**config.mk**
```make
export PLATFORM = sky130hd
export DESIGN_NAME = sad_best_match
export DESIGN_NICKNAME = d
export VERILOG_FILES = /design/src/rtl/sad_best_match.sv
export SDC_FILE = /design/constraint.sdc
export NUM_CORES = 1
export LEC_CHECK = 0
export CORE_AREA = 3 3 92 94
export DETAILED_ROUTE_END_ITERATION = 8
export DIE_AREA = 0 0 95 97
export GPL_TIMING_DRIVEN = 0
export PLACE_DENSITY_LB_ADDON = 0.08
export SYNTH_ARGS = -nofsm -noshare
export SYNTH_HDL_FRONTEND = slang
export SYNTH_SLANG_ARGS = --single-unit
```
**constraint.sdc**
```tcl
create_clock -name clk -period 3 [get_ports clk]
set_input_delay 0.45 -clock clk [delete_from_list [all_inputs] [get_ports clk]]
set_output_delay 0.45 -clock clk [all_outputs]
set_load 0.005 [all_outputs]
```
**src/rtl/sad_best_match.sv**
```systemverilog
// Minimum-SAD search tracker: consumes one SAD per candidate over valid/ready
// and reports the lowest SAD and its candidate index with a one-cycle done pulse.
module sad_best_match #(
  parameter int SAD_W = 32,
  parameter int IDX_W = 8
) (
  input  logic             clk,
  input  logic             rst,
  input  logic             start,
  input  logic [IDX_W-1:0] num_cand,
  input  logic [SAD_W-1:0] sad_in,
  input  logic             sad_valid,
  output logic             sad_ready,
  output logic [IDX_W-1:0] cand_idx,
  output logic             busy,
  output logic             done,
  output logic [SAD_W-1:0] best_sad,
  output logic [IDX_W-1:0] best_idx,
  output logic             best_valid
);

  typedef enum logic [1:0] {
    IDLE    = 2'd0,
    COLLECT = 2'd1,
    DONE    = 2'd2
  } state_t;

  localparam logic [IDX_W-1:0] IDX_ONE  = IDX_W'(1);
  localparam logic [SAD_W-1:0] SAD_ONES = '1;

  state_t           state_reg;
  logic [IDX_W-1:0] cnt_max_reg;
  logic [IDX_W-1:0] cand_idx_reg;
  logic [IDX_W-1:0] best_idx_reg;
  logic [SAD_W-1:0] best_sad_reg;
  logic             best_valid_reg;
  logic             ready_reg;
  logic             busy_reg;
  logic             done_reg;

  // Handshake flags are registered alongside the state so no input reaches an output.
  always_ff @(posedge clk) begin
    if (!rst) begin
      state_reg      <= IDLE;
      cnt_max_reg    <= '0;
      cand_idx_reg   <= '0;
      best_idx_reg   <= '0;
      best_sad_reg   <= SAD_ONES;
      best_valid_reg <= 1'b0;
      ready_reg      <= 1'b0;
      busy_reg       <= 1'b0;
      done_reg       <= 1'b0;
    end else begin
      case (state_reg)
        IDLE: begin
          if (start) begin
            cnt_max_reg    <= num_cand;
            cand_idx_reg   <= '0;
            best_idx_reg   <= '0;
            best_sad_reg   <= SAD_ONES;
            best_valid_reg <= 1'b0;
            busy_reg       <= 1'b1;
            if (num_cand == '0) begin
              state_reg <= DONE;
              done_reg  <= 1'b1;
            end else begin
              state_reg <= COLLECT;
              ready_reg <= 1'b1;
            end
          end
        end
        COLLECT: begin
          if (sad_valid) begin
            // Strict compare keeps the earliest candidate on ties.
            if (!best_valid_reg || (sad_in < best_sad_reg)) begin
              best_sad_reg <= sad_in;
              best_idx_reg <= cand_idx_reg;
            end
            best_valid_reg <= 1'b1;
            if (cand_idx_reg == (cnt_max_reg - IDX_ONE)) begin
              state_reg <= DONE;
              ready_reg <= 1'b0;
              done_reg  <= 1'b1;
            end else begin
              cand_idx_reg <= cand_idx_reg + IDX_ONE;
            end
          end
        end
        DONE: begin
          state_reg <= IDLE;
          done_reg  <= 1'b0;
          busy_reg  <= 1'b0;
          ready_reg <= 1'b0;
        end
        default: begin
          state_reg <= IDLE;
          done_reg  <= 1'b0;
          busy_reg  <= 1'b0;
          ready_reg <= 1'b0;
        end
      endcase
    end
  end

  assign sad_ready  = ready_reg;
  assign busy       = busy_reg;
  assign done       = done_reg;
  assign cand_idx   = cand_idx_reg;
  assign best_sad   = best_sad_reg;
  assign best_idx   = best_idx_reg;
  assign best_valid = best_valid_reg;

endmodule
```
==> flow_summary_export.csv <==
group,metric,value,unit
run_status,outcome,"completed",
synthesis,synth-compound-area-share,12.4,%
sta,clock_skew,0.00855,ns
synthesis,syn-num-nets,522,
floorplan,rows,32,
route,drcViolationCount,0,
run,maxCapViolCount,0,
place,gp_congestion,0.829,
place,place_hpwl,6850,um
floorplan,initial_core_util,49.1,%
sta,period_minus_slack,2.73,ns
power,power_density,386,mW/mm^2
worst_setup_path,cp_slowest_cell,"a211oi_2",
floorplan,coreArea,0.00773,mm^2
worst_setup_path,critPathBufInv,2,
sta,setup_viol,0,
clock_network,cts_tree,"done",
place,port-buffer-count,94,
sta,maxSlewViolCount,0,
sta,rsz0062_at_grt,"no",
worst_setup_path,path_depth,9,
global_route,grt.total_usage,20.2,%
route,dr_wl_met2,3990,um
clock_network,clock_sinks,62,
synthesis,ys_warn_count,0,
synthesis,ys_types,48,
floorplan,ios,96,
route,wl_met3,445,um
worst_setup_path,crit_required,3.25,ns
synthesis,async_flop_share,0,%
clock_network,cts_root_buf,"clkbuf_8",
sta,hold_violations,0,
clock_network,htree_levels,3,
place,dpl_cell_area,0.00486,mm^2
synthesis,synthXorXnorAreaFrac,1.38,%
route,dr_total_vias,3398,
floorplan,dieArea,0.00922,mm^2
global_route,antenna_found_initial,0,
worst_setup_path,critPathTopFamily,"compound AO/OA/AOI/OAI gates",
worst_setup_path,cp-start-kind,"input port",
synthesis,synth_top_family_by_area,"simple AND/OR/NAND/NOR gates",
worst_setup_path,crit_path_end_kind,"flip-flop",
clock_network,postCtsHoldBufs,0,
synthesis,syn_avg_cell_area,8.53,um^2
clock_network,cts_buffers,9,
synthesis,synth_area_leaders,"dfxtp_1 33%, mux2i_1 12%, ha_1 11%",
sta,relSlewSlack,65.9,%
global_route,grt-ovfl-total,0,
synthesis,synth_ff_type,"dfxtp_1",
synthesis,yosysSeqAreaShare,32.7,%
floorplan,die_w,95,um
worst_setup_path,path_cells,"clkdlybuf4s50_1, ha_1, a211oi_1, o21ai_0, a41oi_1, o221ai_1, a211oi_2, buf_6, mux2i_1",
floorplan,die_y,97,um
cells_and_area,final_cell_mix,"94 x clkdlybuf4s50_1, 62 x dfxtp_1, 54 x nand2_1, 46 x mux2i_1, 39 x nor2_1",
power,ir_worst_vdd,0.295,mV
route,dr.pass1.iters,4,
clock_network,post_cts_buffers,0,
sta,worstMarginPinSlew,0.511,ns
synthesis,synthSimpleGateAreaFrac,23.6,%
cells_and_area,largest_reg_flops,32,
route,wl_per_cell,13.3,um
route,antenna_left,0,
synthesis,syn_area,0.00379,mm^2
clock_network,worstSkewPairLatency,0.33,ns
cells_and_area,area_growth,33.1,%
synthesis,synth_fa_ha_area_share,10.9,%
global_route,grt_max_degree,12,
synthesis,synthMuxAreaShare,12.1,%
sta,fmax,366,MHz
cells_and_area,final_layout_size_suffix_gt1_share,5.95,%
power,leakagePower,0.00233,uW
worst_setup_path,critPathKind,"input port to flip-flop",
global_route,grt_pass1_wl,15200,um
clock_network,clockBufferDepth,2,
clock_network,postCtsResizedCells,0,
worst_setup_path,r2r_cells,10,
worst_setup_path,arrival,2.98,ns
route,highest_layer,"met4",
clock_network,clkTransAtPathRegs,0.07,ns
synthesis,netlist_instances,445,
route,drt_iter0_drc,116,
global_route,grt_pass1_vias,3266,
worst_setup_path,cp_max_fo,10,
power,total_power,1950,uW
cells_and_area,insertedDiodeCount,0,
cells_and_area,fin_nets,627,
route,drt-total-wl,8740,um
cells_and_area,final_common_cell,"clkdlybuf4s50_1",
min_path,worstHoldPathType,"flip-flop to flip-flop",
sta,period_share,91.0,%
synthesis,synth_edf_count,0,
route,wirelength_met1,4200,um
synthesis,synth_top_area_cell,"dfxtp_1",
synthesis,netlist.area_leader.share,32.7,%
min_path,hold_depth,2,
route,viasPerCell,5.17,
worst_setup_path,cpPeakStageDelay,0.49,ns
cells_and_area,design_area,0.00505,mm^2
synthesis,synth-seq-cells,62,
-- layout make-up --
| type | instances | area, um^2 |
|---|---|---|
| clock inverter | 7 | 65.1 |
| multi-input combinational | 322 | 2290 |
| clock buffer | 9 | 124 |
| fill | 692 | 2680 |
| sequential | 62 | 1240 |
| tap | 102 | 128 |
| buffer | 23 | 119 |
| inverter | 38 | 143 |
| timing repair buffer | 94 | 941 |
-- synth_stat cells, types with 2 or more instances --
master / instances
o22ai_1: 2
a31oi_1: 3
a221oi_1: 2
xnor2_1: 5
nor2_1: 39
clkbuf_2: 2
a211oi_2: 5
clkbuf_1: 17
nand3_1: 3
and2_1: 5
o211ai_1: 2
nor4b_1: 2
mux2i_1: 46
dfxtp_1: 62
ha_1: 33
a21boi_0: 10
o21ai_0: 7
nor4_1: 3
a211oi_1: 3
nand4_1: 10
nand2_1: 54
a21oi_1: 14
buf_6: 4
nor2b_1: 36
nand2b_1: 8
inv_1: 38
a21o_1: 8
or4_4: 2
-- path summary, 6_finish.rpt --
path                  startpoint      endpoint  slack, ns
setup / recovery       sad_in[2]  best_sad[20]       0.27
hold / removal       best_idx[1]   best_idx[1]       0.46
setup reg to reg  cnt_max_reg[0]  state_reg[0]       0.37
hold reg to reg      best_idx[1]   best_idx[1]       0.46
-- metrics by stage --
step	utilization [%]	std cells	TNS, ns	setup slack, ns	hold WS [ns]
floorplan	-	445	0	0.699	0.451
global placement	62.9	641	-0.909	-0.0289	0.441
detailed placement	62.9	641	-1.89	-0.0926	0.450
CTS	65.4	657	0	0.241	0.465
global route	65.4	657	0	0.0512	0.493
finish	65.4	657	0	0.271	0.459
-- worst min-delay path, stage by stage (launching register included) --
cell and delay [ns]:
dfxtp_1 0.31, nand2_1 0.05, mux2i_1 0.05
-- report_power, final --
group / leakage [uW] / switching (uW) / internal (uW) / total [uW]
Clock: 0.0000948 / 336 / 377 / 714
Combinational: 0.00173 / 168 / 193 / 361
Sequential: 0.000505 / 25.8 / 850 / 876
Total: 0.00233 / 530 / 1420 / 1950
-- per-layer routing --
metal	global-route usage (%)	up-vias
li1	-	1721
met1	27.3	1583
met2	32.1	85
met3	4.04	9
met4	5.88	0
met5	0	-
-- kinds of logic after synthesis --
group	Yosys count
XOR/XNOR	6
multiplexers	46
AND/OR/NAND/NOR	173
adder cells (fa/ha/maj)	33
buffers and inverters	61
flip-flops	62
AO/OA/AOI/OAI	64
Note: power is estimated with default switching activity, not from simulation.
